### src/rtl/memshare_cfg_pkg.sv
`default_nettype none
// +-----------------------------------------------------------------------+
// | memshare_cfg_pkg                                                      |
// | FSM states and default regFile geometry shared with the regFile wrap. |
// | Rev 1.0                                                               |
// +-----------------------------------------------------------------------+
package memshare_cfg_pkg;

  localparam int c_TYPE0_ADDR_BITWIDTH = 6;
  localparam int c_TYPE0_REG_BITWIDTH  = 7;
  localparam int c_TYPE0_PAGE_NUM      = 64;
  localparam int c_FLUSH_CYCLES        = 2;

  typedef enum logic [1:0] {
    IDLE  = 2'd0,
    LOAD  = 2'd1,
    FLUSH = 2'd2,
    DONE  = 2'd3
  } cfg_state_e;

endpackage
`default_nettype wire

### src/rtl/memshare_cfg_parity.sv
`default_nettype none
// +-----------------------------------------------------------------------+
// | memshare_cfg_parity                                                   |
// | Even-parity check of one configuration word against its parity bit.   |
// | Rev 1.0                                                               |
// +-----------------------------------------------------------------------+
module memshare_cfg_parity
  import memshare_cfg_pkg::*;
#(
  parameter int DATA_W = c_TYPE0_REG_BITWIDTH
) (
  input  logic [DATA_W-1:0] i_data,
  input  logic              i_par,
  output logic              o_par_ok
);

  // Even parity: data bits plus parity bit carry an even number of ones.
  assign o_par_ok = ((^i_data) == i_par);

endmodule
`default_nettype wire

### src/rtl/memshare_cfg_loader.sv
`default_nettype none
// +-----------------------------------------------------------------------+
// | memshare_cfg_loader                                                   |
// | Streams config words into regFile pages, then flushes the delta pipe. |
// | Option macro: MEMSHARE_CFG_PARITY_EN (adds cfg_par_i word check).     |
// | Rev 1.0                                                               |
// +-----------------------------------------------------------------------+
module memshare_cfg_loader
  import memshare_cfg_pkg::*;
#(
  parameter int TYPE0_ADDR_BITWIDTH = c_TYPE0_ADDR_BITWIDTH,
  parameter int TYPE0_REG_BITWIDTH  = c_TYPE0_REG_BITWIDTH,
  parameter int TYPE0_PAGE_NUM      = c_TYPE0_PAGE_NUM,
  parameter int FLUSH_CYCLES        = c_FLUSH_CYCLES
) (
  input  logic                           sys_clk,
  input  logic                           rst,
  input  logic                           cfg_start_i,
  input  logic [TYPE0_ADDR_BITWIDTH-1:0] cfg_base_i,
  input  logic [TYPE0_ADDR_BITWIDTH:0]   cfg_len_i,
  input  logic                           cfg_valid_i,
  input  logic [TYPE0_REG_BITWIDTH-1:0]  cfg_data_i,
`ifdef MEMSHARE_CFG_PARITY_EN
  input  logic                           cfg_par_i,
`endif
  output logic                           cfg_ready_o,
  input  logic                           cfg_abort_i,
  output logic [TYPE0_ADDR_BITWIDTH-1:0] regType0_waddr_o,
  output logic [TYPE0_REG_BITWIDTH-1:0]  regType0_wdata_o,
  output logic                           regType0_we_o,
  output logic                           deltaPipe_rstn_o,
  output logic                           stall_o,
  output logic                           done_o,
  output logic                           err_o
);

  localparam int c_CNT_W   = TYPE0_ADDR_BITWIDTH + 1;
  localparam int c_FLUSH_W = (FLUSH_CYCLES > 1) ? $clog2(FLUSH_CYCLES) : 1;

  localparam logic [c_CNT_W-1:0]   c_PAGE_NUM   = c_CNT_W'(TYPE0_PAGE_NUM);
  localparam logic [c_CNT_W-1:0]   c_CNT_ONE    = c_CNT_W'(1);
  localparam logic [c_FLUSH_W-1:0] c_FLUSH_LAST = c_FLUSH_W'(FLUSH_CYCLES - 1);
  localparam logic [c_FLUSH_W-1:0] c_FLUSH_ONE  = c_FLUSH_W'(1);

  cfg_state_e r_state;
  cfg_state_e w_state_nxt;

  logic [TYPE0_ADDR_BITWIDTH-1:0] r_base;
  logic [c_CNT_W-1:0]             r_len;
  logic [c_CNT_W-1:0]             r_idx;
  logic [c_FLUSH_W-1:0]           r_flush_cnt;
  logic                           r_we;
  logic [TYPE0_ADDR_BITWIDTH-1:0] r_waddr;
  logic [TYPE0_REG_BITWIDTH-1:0]  r_wdata;
  logic                           r_err;

  logic w_ready, w_stall, w_done, w_flush_n;
  logic w_start, w_abort, w_take, w_last, w_write, w_par_ok, w_par_err, w_flush_last;
  logic [c_CNT_W-1:0]             w_sum;
  logic [TYPE0_ADDR_BITWIDTH-1:0] w_addr;

  assign w_start      = (r_state == IDLE) && cfg_start_i;
  assign w_abort      = (r_state == LOAD) && cfg_abort_i;
  // Abort wins over a same-cycle handshake.
  assign w_take       = cfg_valid_i && w_ready && !w_abort;
  assign w_last       = w_take && ((r_idx + c_CNT_ONE) == r_len);
  assign w_write      = w_take && w_par_ok;
  assign w_par_err    = w_take && !w_par_ok;
  assign w_flush_last = (r_flush_cnt == c_FLUSH_LAST);

  // base + index never exceeds two page spans, so one conditional subtract wraps it.
  assign w_sum  = {1'b0, r_base} + r_idx;
  assign w_addr = TYPE0_ADDR_BITWIDTH'((w_sum >= c_PAGE_NUM) ? (w_sum - c_PAGE_NUM) : w_sum);

`ifdef MEMSHARE_CFG_PARITY_EN
  memshare_cfg_parity #(
    .DATA_W (TYPE0_REG_BITWIDTH)
  ) u_parity (
    .i_data   (cfg_data_i),
    .i_par    (cfg_par_i),
    .o_par_ok (w_par_ok)
  );
`else
  assign w_par_ok = 1'b1;
`endif

  always_ff @(posedge sys_clk) begin
    if (rst) begin
      r_state <= IDLE;
    end else begin
      r_state <= w_state_nxt;
    end
  end

  always_comb begin
    w_state_nxt = r_state;
    case (r_state)
      IDLE:    if (w_start) w_state_nxt = (cfg_len_i == '0) ? FLUSH : LOAD;
      LOAD:    if (w_abort || w_last) w_state_nxt = FLUSH;
      FLUSH:   if (w_flush_last) w_state_nxt = DONE;
      DONE:    w_state_nxt = IDLE;
      default: w_state_nxt = IDLE;
    endcase
  end

  always_comb begin
    w_ready   = 1'b0;
    w_stall   = 1'b1;
    w_done    = 1'b0;
    w_flush_n = 1'b1;
    case (r_state)
      IDLE:    w_stall   = 1'b0;
      LOAD:    w_ready   = 1'b1;
      FLUSH:   w_flush_n = 1'b0;
      DONE:    w_done    = 1'b1;
      default: w_stall   = 1'b0;
    endcase
  end

  always_ff @(posedge sys_clk) begin
    if (rst) begin
      r_base      <= '0;
      r_len       <= '0;
      r_idx       <= '0;
      r_flush_cnt <= '0;
      r_we        <= 1'b0;
      r_waddr     <= '0;
      r_wdata     <= '0;
      r_err       <= 1'b0;
    end else begin
      r_we <= w_write;
      if (w_write) begin
        r_waddr <= w_addr;
        r_wdata <= cfg_data_i;
      end

      if (w_start) begin
        r_base <= cfg_base_i;
        r_len  <= cfg_len_i;
        r_idx  <= '0;
      end else if (w_take) begin
        r_idx <= r_idx + c_CNT_ONE;
      end

      if (r_state == FLUSH) begin
        r_flush_cnt <= r_flush_cnt + c_FLUSH_ONE;
      end else begin
        r_flush_cnt <= '0;
      end

      if (w_start) begin
        r_err <= 1'b0;
      end else if (w_abort || w_par_err) begin
        r_err <= 1'b1;
      end
    end
  end

  assign cfg_ready_o      = w_ready;
  assign stall_o          = w_stall;
  assign done_o           = w_done;
  assign deltaPipe_rstn_o = w_flush_n;
  assign regType0_we_o    = r_we;
  assign regType0_waddr_o = r_waddr;
  assign regType0_wdata_o = r_wdata;
  assign err_o            = r_err;

endmodule
`default_nettype wire

### config.mk
export PLATFORM = sky130hd
export DESIGN_NAME = memshare_cfg_loader
export DESIGN_NICKNAME = d
export VERILOG_FILES = /design/src/rtl/memshare_cfg_pkg.sv /design/src/rtl/memshare_cfg_parity.sv /design/src/rtl/memshare_cfg_loader.sv
export SDC_FILE = /design/constraint.sdc
export NUM_CORES = 1
export LEC_CHECK = 0
export BUFFER_PORTS_ARGS = -buffer_cell sky130_fd_sc_hd__buf_2
export CELL_PAD_IN_SITES_DETAIL_PLACEMENT = 0
export CELL_PAD_IN_SITES_GLOBAL_PLACEMENT = 1
export CORE_ASPECT_RATIO = 1.5
export CORE_MARGIN = 5
export CORE_UTILIZATION = 39
export DETAILED_ROUTE_END_ITERATION = 12
export GPL_ROUTABILITY_DRIVEN = 0
export HOLD_SLACK_MARGIN = 0.03
export PLACE_DENSITY = 0.78
export SYNTH_ARGS = -nofsm -noshare
export SYNTH_HDL_FRONTEND = slang
export SYNTH_HIERARCHICAL = 1
export SYNTH_SLANG_ARGS = --single-unit
### constraint.sdc
create_clock -name sys_clk -period 2.1 [get_ports sys_clk]
set_input_delay 0.105 -clock sys_clk [delete_from_list [all_inputs] [get_ports sys_clk]]
set_output_delay 0.105 -clock sys_clk [all_outputs]
set_load 0.02 [all_outputs]
# Word level (Yosys, flattened, before mapping)

Index checks and enable logic that the tools add are counted.

Register bits: 38
Latch bits: 0
Bits in writable memories: 0
Memory bits (read-only): 0
Input port bits: 25
Output and inout port bits: 19
Logic and storage cells: 44
Memories: 0

Add/subtract/negate cells: 4
$mul: 0
Divide/modulo/power cells: 0
$lt $le $gt $ge: 1
Equality and inequality tests: 7
Shift operators: 0
Mux-type cells: 10
Bitwise operators: 1
Reductions and logical operators: 12

Operators with widths:

| cell                                                     | count |
|---|---|
| two-way mux 2 bit                                        | 4 |
| case mux 2 bit (4 select lines)                          | 1 |
| adder 6 x 7 -> 7 bit                                     | 1 |
| adder 7 x 1 -> 7 bit, second input constant              | 1 |
| equality test 7 bit                                      | 1 |
| greater-or-equal comparator 7 bit, second input constant | 1 |
| logical NOT 7 bit                                        | 1 |
| two-way mux 6 bit                                        | 1 |
| subtractor 6 x 1 -> 6 bit, second input constant         | 1 |
| logical AND 1 bit                                        | 5 |
| equality test 2 bit, second input constant               | 2 |
| two-way mux 1 bit                                        | 4 |
| inequality test 2 bit, second input constant             | 2 |
| OR reduction 2 bit                                       | 2 |
| AND reduction 3 bit                                      | 1 |
| equality test 2 x 1 -> 1 bit, second input constant      | 1 |
| logical NOT 2 bit                                        | 1 |
| inequality test 2 x 1 -> 1 bit, second input constant    | 1 |
| adder 1 bit, second input constant                       | 1 |
| logical NOT 1 bit                                        | 1 |
| logical OR 1 bit                                         | 1 |
| inverter 1 bit                                           | 1 |

# Depth between registers and ports, before layout

Gate-level depths: netlist of the first run.

Depth in word-level cells: 8
Depth in mapped cells: 9
Depth with buffers taken out: 9

# Least setup slack after synthesis of the first run

No wires, ideal clock.

Path type: register to register
Start: reg r_state[1]
End: reg r_state[0]
Setup time: 0.121 ns
Arrival time: 1.908 ns
Data required time: 1.979 ns
Setup slack: 0.071 ns
Cell stages (with the launch flop): 9
Path buffers: 0
Clock period less this slack: 2.029 ns
Path through: dfxtp_1 inv_1 ha_1 and3b_1 nand3_1 nor4_1 o2111ai_1 a21o_1 mux2_4

Word-level cells in the longest chain between the ends: 8
Elaborated cells on any way between the ends: 17
Classes of those cells: 6 x eq/ne; 2 x mux; 9 x reduce/logical

RTL lines:

| element                                  | RTL line                   | RTL |
|---|---|---|
| start, declared                          | memshare_cfg_loader.sv:45  | `cfg_state_e r_state;` |
| start signal, assigned                   | memshare_cfg_loader.sv:91  | `r_state <= w_state_nxt;` |
| equality test 2 x 1 -> 1 bit             | memshare_cfg_loader.sv:111 | `case (r_state)` |
| two-way mux 1 bit                        | memshare_cfg_loader.sv:111 |  |
| named net cfg_ready_o                    | memshare_cfg_loader.sv:26  | `output logic cfg_ready_o,` |
| logical AND 1 bit (2 in series)          | memshare_cfg_loader.sv:65  | `assign w_take = cfg_valid_i && w_ready && !w_abort;` |
| logical AND 1 bit                        | memshare_cfg_loader.sv:66  | `assign w_last = w_take && ((r_idx + c_CNT_ONE) == r_len);` |
| logical OR 1 bit                         | memshare_cfg_loader.sv:99  | `LOAD: if (w_abort \|\| w_last) w_state_nxt = FLUSH;` |
| inequality test 2 x 1 -> 1 bit (no line) | -                          |  |
| AND reduction 3 bit (no line)            | -                          |  |

The timed path passes the listed nets, and every way through them passes these cells.
A chain may end at the register's enable or synchronous reset.

# Worst setup path in the final report of the first run

Start: reg r_idx[4]
End: reg r_state[0]

Word-level cells in the longest chain between the ends: 6

RTL lines:

| element                                  | RTL line                   | RTL |
|---|---|---|
| start, declared                          | memshare_cfg_loader.sv:50  | `logic [c_CNT_W-1:0] r_idx;` |
| start signal, assigned                   | memshare_cfg_loader.sv:142 | `r_idx <= r_idx + c_CNT_ONE;` |
| adder 7 x 1 -> 7 bit                     | memshare_cfg_loader.sv:66  |  |
| equality test 7 bit                      | memshare_cfg_loader.sv:66  |  |
| logical AND 1 bit                        | memshare_cfg_loader.sv:66  |  |
| logical OR 1 bit                         | memshare_cfg_loader.sv:99  |  |
| inequality test 2 x 1 -> 1 bit (no line) | -                          |  |
| AND reduction 3 bit (no line)            | -                          |  |

No other way between the ends.

==> results.sh, run 1 <==
export IMPL_run_status="finished, final reports clean"
export IMPL_fin_nets=325
export IMPL_maxCapViolations=0
export IMPL_coreArea_um2=4810
export IMPL_grt_pass1_vias=1735
export IMPL_die_area_um2=6470
export IMPL_die_h_um=96.0
export IMPL_dp_hpwl_mm=3.62
export IMPL_cts_root_buffer="clkbuf_8"
export IMPL_hold_start="cfg_base_i[0]"
export IMPL_dr_pass1_iters=4
export IMPL_crit_fanout=8
export IMPL_synth_edf_count=0
export IMPL_ys_seq_area_share_pct=39.5
export IMPL_hold_buffers=0
export IMPL_crit_required_ns=2.28
export IMPL_ys_warn_count=6
export IMPL_grt_util_all_layers_pct=16.2
export IMPL_wirelength_mm=4.74
export IMPL_max_clock_freq_ghz=0.507
export IMPL_period_share_pct=93.9
export IMPL_start_util_pct=40.0
export IMPL_tightest_slew_ns=0.458
export IMPL_regToRegStartpoint="r_idx[4]"
export IMPL_crit_type="reg -> reg"
export IMPL_wl_met2_mm=2.58
export IMPL_drc_errors=0
export IMPL_synth_async_sr_flop_share_pct=0
export IMPL_whs_path_depth=3
export IMPL_drive_above_1_share_pct=24.2
export IMPL_yosys_register_bits=38
export IMPL_ant_nets=0
export IMPL_report_final_slew_viol_count=0
export IMPL_crit_buf_inv=0
export IMPL_port_buffers=43
export IMPL_rr_endpoint="r_state[0]"
export IMPL_power_density_nw_per_um2=845
export IMPL_clk_path_buf_depth=2
export IMPL_synth_avg_cell_area_um2=8.09
export IMPL_dr_wl_met3_um=198
export IMPL_synth_net_count=275
export IMPL_hold_viol=0
export IMPL_syn_cell_area_um2=1920
export IMPL_clkSlewWorstSetupHoldPaths_ns=0.08
export IMPL_wl_met1_mm=1.89
export IMPL_num_vias=1762
export IMPL_cts_tree="built"
export IMPL_area_growth_pct=22.4
export IMPL_numCtsBuffers=5
export IMPL_setup_tns_ns=0
export IMPL_r2r_slack_ns=0.13
export IMPL_endpoint_kind="register"
export IMPL_clkSinkCount=38
export IMPL_final_setup_viol_count=0
export IMPL_final_common_cell="nand2_1"
export IMPL_finalPower_uw=1990
export IMPL_insertion_delay_ns=0.29
export IMPL_dominantRegCellSynth="dfxtp_1"
export IMPL_cp_top_family="simple AND/OR/NAND/NOR gates"
export IMPL_power_leakage_uw=0.00101
export IMPL_grt_pass1_wl_mm=7.86
export IMPL_viasPerCell=4.96
export IMPL_synthCells=238
export IMPL_r2r_cells=6
export IMPL_core_rowCount=31
export IMPL_min_path_type="in -> reg"
export IMPL_diodes=0
export IMPL_cpMaxStageDelayCell="dfxtp_1"
export IMPL_io_pins=44
export IMPL_ys_types=39
export IMPL_htree_levels=2
export IMPL_antenna_found_initial=0
export IMPL_hold_end="r_base[0]"
export IMPL_layout_common_cells="55 x nand2_1, 43 x buf_2, 38 x dfxtp_1"
export IMPL_dieWidth_um=67.4
export IMPL_top_layer="met4"
export IMPL_slew_headroom_pct=69.5
export IMPL_slowest_delay_ns=0.48
export IMPL_drt_iter0_markers=56
export IMPL_crit_arrival_ns=2.15
export IMPL_grt_max_degree=25
export IMPL_clock_skew_final_ns=0.00514
export IMPL_final_min_clock_period_ns=1.97
export IMPL_ir_drop_uv=443
export IMPL_grt_ovfl_total=0
export IMPL_crit_chain="nand3_2 > or3_1 > and3_1 > o32ai_2 > a21o_1 > mux2_4"
export IMPL_start_kind="register"
export IMPL_rsz0062_at_grt="false"
export IMPL_wl_per_cell_um=13.4
[metal layers]
metal | track usage [%] | vias up
met5 | 0 | -
li1 | - | 899
met4 | 5.08 | 0
met1 | 17.3 | 825
met3 | 3.39 | 5
met2 | 30.8 | 33
[cell type report]
type / count / area [µm²]
Clock buffer: 5 / 68.8
Timing Repair Buffer: 55 / 305
Multi-Input combinational cell: 177 / 1070
Sequential cell: 38 / 761
Clock inverter: 3 / 21.3
Fill cell: 539 / 2450
Tap cell: 66 / 82.6
Inverter: 11 / 41.3
[where the power goes]
group,total [µW],switching (µW),internal [µW]
Combinational,618,365,253
Clock,504,271,233
Sequential,867,62.6,804
[how the worst max path moves through the flow]
| stage | from | endpoint | slack, ns | cells past startpoint |
|---|---|---|---|---|
| CTS | r_state[1] | r_state[0] | 0.06 | 8 |
| floorplan | r_state[1] | r_state[0] | 0.07 | 8 |
| detailed placement | r_state[1] | r_state[0] | 0.08 | 8 |
| global placement | r_state[1] | r_state[0] | 0.14 | 8 |
| global route | r_state[1] | r_state[0] | 0.008 | 8 |
| finish | r_idx[4] | r_state[0] | 0.13 | 6 |
[worst reg2reg max path: stages, from the launching register on]
cell	delay, ns
dfxtp_1	0.48
nand3_2	0.12
or3_1	0.36
and3_1	0.19
o32ai_2	0.25
a21o_1	0.16
mux2_4	0.30
[logic make-up (layout without fill, tap and decap cells)]
logic type                 after synthesis  after routing  share of synthesized area (%)
adders and majority gates               12             12                           8.19
buffers and inverters                   23             74                           4.75
muxes                                    2              2                           1.30
xor gates and xnor gates                15             15                           6.83
and+or+nand+nor                         97             97                           23.0
AOI/OAI and AO/OA                       51             51                           16.4
DFF                                     38             38                           39.5
[repair_timing]
item                       in CTS  in global routing
setup endpoints to repair       0                  2
buffers inserted                0                  1
gates resized for setup         0                  2
[Yosys cell counts (all sizes together), types with 5 or more instances]
library cell	number	area share (%)
a211oi	5	2.0
a21o	5	2.0
a21oi	33	8.6
clkbuf	9	1.8
dfxtp	38	40
ha	11	7.2
inv	11	2.1
nand2	56	11
nand2b	7	2.3
nor2	13	2.5
xnor2	11	5.0
[state kept, by name, indices dropped and copies added, names as in the netlist]
name              flops
regType0_wdata_o      7
r_idx                 7
err_o                 1
regType0_we_o         1
r_flush_cnt           1
r_state               2
r_base                6
regType0_waddr_o      6
r_len                 7
[through the flow]
step / hold WS (ns) / cells / cell area [µm²] / setup WS [ns] / utilization [%]
floorplan: 0.241 / 238 / 1920 / 0.0710 / -
global placement: 0.345 / 346 / 2250 / 0.136 / 46.9
detailed placement: 0.353 / 346 / 2250 / 0.0831 / 46.9
CTS: 0.0339 / 354 / 2340 / 0.0594 / 48.8
global route: 0.0396 / 355 / 2350 / 0.00808 / 49.0
finish: 0.0412 / 355 / 2350 / 0.127 / 49.0
Power figures use the tool's default switching activity.
==> run 2, diff against run 1 <==
--- a/config.mk
+++ b/config.mk
@@ -15,2 +15,3 @@
 export GPL_ROUTABILITY_DRIVEN = 0
+export GPL_TIMING_DRIVEN = 0
 export HOLD_SLACK_MARGIN = 0.03
--- a/constraint.sdc
+++ b/constraint.sdc
@@ -3,2 +3,2 @@
 set_output_delay 0.105 -clock sys_clk [all_outputs]
-set_load 0.02 [all_outputs]
+set_load 0.005 [all_outputs]
==> run 2 against run 1 <==
  * Clock-buffer cell count unchanged
  * Critical path depth is 1 higher
  * First-iteration DRC count increased by 59%
  * Largest cell class unchanged
  * Critical endpoint unchanged
  * Clock power grew 50%
  * Final cell count increased by 0.28%
  * Via count grew 0.17%
  * Die area did not move
  * Worst setup slack lost 0.070 ns
  * Routed wire length grew 0.84%
  * Highest routed layer unchanged
  * Flip-flop and latch count unchanged
  * Hold slack worse by 0.0048 ns
  * Combinational power fell by 10%
==> results.sh, run 2 (synthesis results as in run 1) <==
export IMPL_run_status="finished, final reports clean"
export IMPL_crit_chain="clkbuf_4 > nand3_2 > or3_1 > and3_1 > o32ai_2 > a21o_1 > mux2_4"
export IMPL_cts_tree="built"
export IMPL_antenna_found_initial=0
export IMPL_htree_levels=2
export IMPL_grt_pass1_vias=1739
export IMPL_dieWidth_um=67.4
export IMPL_internal_power_uw=1520
export IMPL_max_clock_freq_ghz=0.490
export IMPL_r2r_slack_ns=0.06
export IMPL_wl_per_cell_um=13.4
export IMPL_ir_drop_uv=537
export IMPL_swShare_pct=30.5
export IMPL_endpoint_kind="register"
export IMPL_num_vias=1765
export IMPL_clk_path_buf_depth=2
export IMPL_cpMaxStageDelayCell="or3_1"
export IMPL_report_final_slew_viol_count=0
export IMPL_grt_util_all_layers_pct=16.3
export IMPL_ant_nets=0
export IMPL_min_path_type="in -> reg"
export IMPL_crit_arrival_ns=2.23
export IMPL_fin_util_pct=49.8
export IMPL_placed_area_um2=2220
export IMPL_crit_type="reg -> reg"
export IMPL_final_setup_viol_count=0
export IMPL_slowest_delay_ns=0.36
export IMPL_die_h_um=96.0
export IMPL_final_common_cell="nand2_1"
export IMPL_grt_max_degree=14
export IMPL_slew_headroom_pct=66.0
export IMPL_area_growth_pct=24.4
export IMPL_fin_ws_ns=0.0571
export IMPL_combPwrFrac_pct=25.4
export IMPL_numCtsBuffers=5
export IMPL_cts_root_buffer="clkbuf_8"
export IMPL_crit_required_ns=2.28
export IMPL_start_util_pct=40.0
export IMPL_port_buffers=43
export IMPL_fin_nets=326
export IMPL_clkSinkCount=38
export IMPL_hold_buffers=0
export IMPL_clkSlewWorstSetupHoldPaths_ns=0.08
export IMPL_pre_cts_ws_ns=-0.179
export IMPL_drive_above_1_share_pct=23.8
export IMPL_viasPerCell=4.96
export IMPL_finalPower_uw=2180
export IMPL_dr_pass1_iters=4
export IMPL_maxCapViolations=0
export IMPL_coreArea_um2=4810
export IMPL_drt_iter0_markers=89
export IMPL_tightest_slew_ns=0.510
export IMPL_crit_fanout=9
export IMPL_drc_errors=0
export IMPL_insertion_delay_ns=0.29
export IMPL_netSwitchingPower_uw=665
export IMPL_die_area_um2=6470
export IMPL_diodes=0
export IMPL_io_pins=44
export IMPL_grt_ovfl_total=0
export IMPL_dp_hpwl_mm=3.60
export IMPL_period_share_pct=97.3
export IMPL_wirelength_mm=4.78
export IMPL_layout_common_cells="55 x nand2_1, 44 x buf_2, 35 x dfxtp_1"
export IMPL_clock_skew_final_ns=0.00699
export IMPL_clockPowerShare_pct=34.7
export IMPL_rsz0062_at_grt="true"
export IMPL_power_density_nw_per_um2=912
export IMPL_hold_viol=0
export IMPL_core_rowCount=31
export IMPL_grt_pass1_wl_mm=7.86
export IMPL_fin_area_um2=2390
export IMPL_setup_tns_ns=0
export IMPL_power_leakage_uw=0.00101
export IMPL_start_kind="register"
export IMPL_seqPwrFrac_pct=39.9
export IMPL_final_min_clock_period_ns=2.04
==> run 2: layout make-up <==
cell class | count | area (µm²)
Sequential cell | 38 | 767
Clock buffer | 5 | 68.8
Clock inverter | 3 | 68.8
Fill cell | 535 | 2410
Tap cell | 66 | 82.6
Timing Repair Buffer | 44 | 223
Buffer | 12 | 55.1
Inverter | 11 | 41.3
Multi-Input combinational cell | 177 | 1090
==> run 2: path summary, 6_finish.rpt <==
kind	startpoint	to	cells past startpoint
worst max register to register	r_idx[3]	r_state[0]	7
worst max-delay path	r_idx[3]	r_state[0]	7
worst min register to register	regType0_waddr_o[3]	regType0_waddr_o[3]	2
worst min-delay path	cfg_data_i[3]	regType0_wdata_o[3]	3
==> run 2: through the flow <==
stage | hold slack [ns] | std cells
5_1_grt | 0.0349 | 356
2_1_floorplan | 0.241 | 238
4_1_cts | 0.0325 | 356
3_5_place_dp | 0.352 | 347
3_3_place_gp | 0.347 | 347
6_report | 0.0364 | 356
==> run 2: layer usage <==
layer  GRT usage [%]  vias up  part of all wire (%)
met5               0        -                     0
met4            6.09        0                   1.6
met3            3.27        7                   3.1
met2            30.8       37                    54
met1            17.3      823                    41
li1                -      898                     -
==> run 2: worst max-delay path: cells and delay by family, from the launching register on <==
family / cells / cell delay (ns)
compound gates: 2 / 0.43
buf+inv: 1 / 0.19
mux: 1 / 0.30
flops: 1 / 0.35
simple gates: 3 / 0.66
==> run 2: repair_timing <==
| item | CTS | global route |
|---|---|---|
| pin swaps | 1 | 1 |
| resized for setup | 6 | 7 |
| setup buffers | 1 | 0 |
| endpoints found under the setup margin | 12 | 12 |
==> run 2: power by group through the flow <==
stage	logic [µW]	clock network [µW]	registers (µW)
2_1_floorplan	387	0	868
3_5_place_dp	554	0	887
3_3_place_gp	549	0	887
5_1_grt	629	802	880
6_report	555	758	870
4_1_cts	560	769	872
==> run 3, diff against run 2 <==
CORE_ASPECT_RATIO = 0.9   (was 1.5)
GPL_TIMING_DRIVEN = not set   (was 0)
PLACE_DENSITY = not set   (was 0.78)
PLACE_DENSITY_LB_ADDON = 0.1   (was not set)
==> run 3 against run 2 <==
  * Sequential power shrank 1%
  * Largest cell class unchanged
  * Critical path depth rose by 1
  * Clock-buffer cell count is the same
  * Via count decreased by 5.2%
  * Die area shrank 0.42%
  * Combinational power grew 3%
  * Hold slack improved by 0.0035 ns
  * Critical endpoint unchanged
  * Routed wire length fell by 4.6%
  * Highest routed layer unchanged
  * Register-to-register slack improved by 0.09 ns
  * Utilization rose by 0.96 points
==> results.sh, run 3 (synthesis results as in run 1) <==
export IMPL_crit_fanout=4
export IMPL_crit_required_ns=2.29
export IMPL_period_share_pct=93.0
export IMPL_power_density_nw_per_um2=897
export IMPL_antenna_found_initial=0
export IMPL_crit_chain="inv_1 > ha_1 > nor2b_1 > nand3b_1 > inv_1 > o32ai_2 > a21o_1 > mux2_4"
export IMPL_report_final_slew_viol_count=0
export IMPL_tightest_slew_ns=0.500
export IMPL_max_clock_freq_ghz=0.512
export IMPL_regToRegStartpoint="r_state[1]"
export IMPL_cpMaxStageDelayCell="dfxtp_1"
export IMPL_final_common_cell="nand2_1"
export IMPL_hold_start="cfg_data_i[4]"
export IMPL_cts_root_buffer="clkbuf_8"
export IMPL_dp_hpwl_mm=3.36
export IMPL_finalPower_uw=2190
export IMPL_drt_iter0_markers=74
export IMPL_power_leakage_uw=0.00104
export IMPL_ant_nets=0
export IMPL_port_buffers=43
export IMPL_crit_type="reg -> reg"
export IMPL_swShare_pct=30.2
export IMPL_seqPwrFrac_pct=39.3
export IMPL_run_status="finished, final reports clean"
export IMPL_fin_nets=327
export IMPL_clock_skew_final_ns=0.00721
export IMPL_combPwrFrac_pct=26.1
export IMPL_internal_power_uw=1530
export IMPL_core_rowCount=24
export IMPL_clkSinkCount=38
export IMPL_final_setup_viol_count=0
export IMPL_rr_endpoint="r_state[0]"
export IMPL_numCtsBuffers=5
export IMPL_viasPerCell=4.70
export IMPL_num_vias=1674
export IMPL_start_kind="register"
export IMPL_dieWidth_um=84.0
export IMPL_maxCapViolations=0
export IMPL_grt_max_degree=29
export IMPL_cts_tree="built"
export IMPL_whs_path_depth=3
export IMPL_hold_end="regType0_wdata_o[4]"
export IMPL_io_pins=44
export IMPL_endpoint_kind="register"
export IMPL_layout_common_cells="55 x nand2_1, 43 x buf_2, 38 x dfxtp_1"
export IMPL_grt_pass1_wl_mm=7.61
export IMPL_insertion_delay_ns=0.30
export IMPL_crit_arrival_ns=2.14
export IMPL_grt_util_all_layers_pct=14.7
export IMPL_start_util_pct=40.1
export IMPL_r2r_slack_ns=0.15
export IMPL_slew_headroom_pct=66.7
export IMPL_drive_above_1_share_pct=23.7
export IMPL_diodes=0
export IMPL_clk_path_buf_depth=2
export IMPL_coreArea_um2=4800
export IMPL_area_growth_pct=26.7
export IMPL_htree_levels=2
export IMPL_final_min_clock_period_ns=1.95
export IMPL_min_path_type="in -> reg"
export IMPL_post_cts_buffers=0
export IMPL_netSwitchingPower_uw=659
export IMPL_die_area_um2=6440
export IMPL_ir_drop_uv=469
export IMPL_grt_ovfl_total=0
export IMPL_slowest_delay_ns=0.33
export IMPL_hold_viol=0
export IMPL_clkSlewWorstSetupHoldPaths_ns=0.08
export IMPL_wirelength_mm=4.56
export IMPL_drc_errors=0
export IMPL_setup_tns_ns=0
export IMPL_path_common_cell="inv_1"
export IMPL_clockPowerShare_pct=34.6
export IMPL_die_h_um=76.6
export IMPL_wl_per_cell_um=12.8
export IMPL_r2r_cells=8
export IMPL_grt_pass1_vias=1583
export IMPL_dr_pass1_iters=4
[run 3: stage by stage]
stage                     utilization (%)  instance area [µm²]  setup slack (ns)  cells  hold WS, ns
after floorplan                         -                 1920             0.146    238        0.241
after global placement               46.7                 2250             0.119    344        0.338
after detailed placement             46.7                 2250            0.0803    344        0.337
after CTS                            50.4                 2420            0.0650    356       0.0312
after global routing                 50.8                 2440          -0.00409    356       0.0503
final                                50.8                 2440             0.148    356       0.0400
[run 3: power by group through the flow]
stage / clock [µW] / combinational (µW) / sequential [µW]
2_1_floorplan: 0 / 387 / 868
3_3_place_gp: 0 / 571 / 878
3_5_place_dp: 0 / 567 / 877
4_1_cts: 775 / 576 / 861
5_1_grt: 802 / 646 / 872
6_report: 755 / 571 / 859
[run 3: per-layer routing]
metal	wire, µm	vias up	track usage, %
met1	2420	733	21.7
met2	1870	31	20.8
met4	70	0	4.82
met5	0	-	0
li1	-	902	-
met3	195	8	3.46
[run 3: how the worst max path moves through the flow]
stage | to | from | cells past startpoint | slack [ns]
after floorplan | r_state[0] | r_idx[0] | 8 | 0.15
after global placement | r_state[0] | r_state[1] | 8 | 0.12
after detailed placement | r_state[0] | r_state[1] | 8 | 0.08
after CTS | r_state[0] | r_state[1] | 8 | 0.06
after global routing | r_state[0] | r_state[1] | 8 | -0.004
final | r_state[0] | r_state[1] | 8 | 0.15
[run 3: area by class of cell]
class / instances / area [µm²]
Sequential cell: 38 / 761
Multi-Input combinational cell: 177 / 1090
Inverter: 11 / 41.3
Clock inverter: 3 / 68.8
Fill cell: 504 / 2370
Tap cell: 65 / 81.3
Clock buffer: 5 / 68.8
Timing Repair Buffer: 57 / 330
[run 3: worst max-delay path: cells and delay by family (launching register included)]
family | cells | cell delay, ns
compound gates | 2 | 0.45
fa+ha+maj | 1 | 0.21
buf+inv | 2 | 0.20
flops | 1 | 0.33
mux | 1 | 0.30
simple gates | 2 | 0.36
[run 3: repair_timing]
action / CTS / global route
gates resized for setup: 0 / 3
hold buffers: 4 / 0
endpoints found under the hold margin: 6 / 0
setup endpoints to repair: 0 / 2
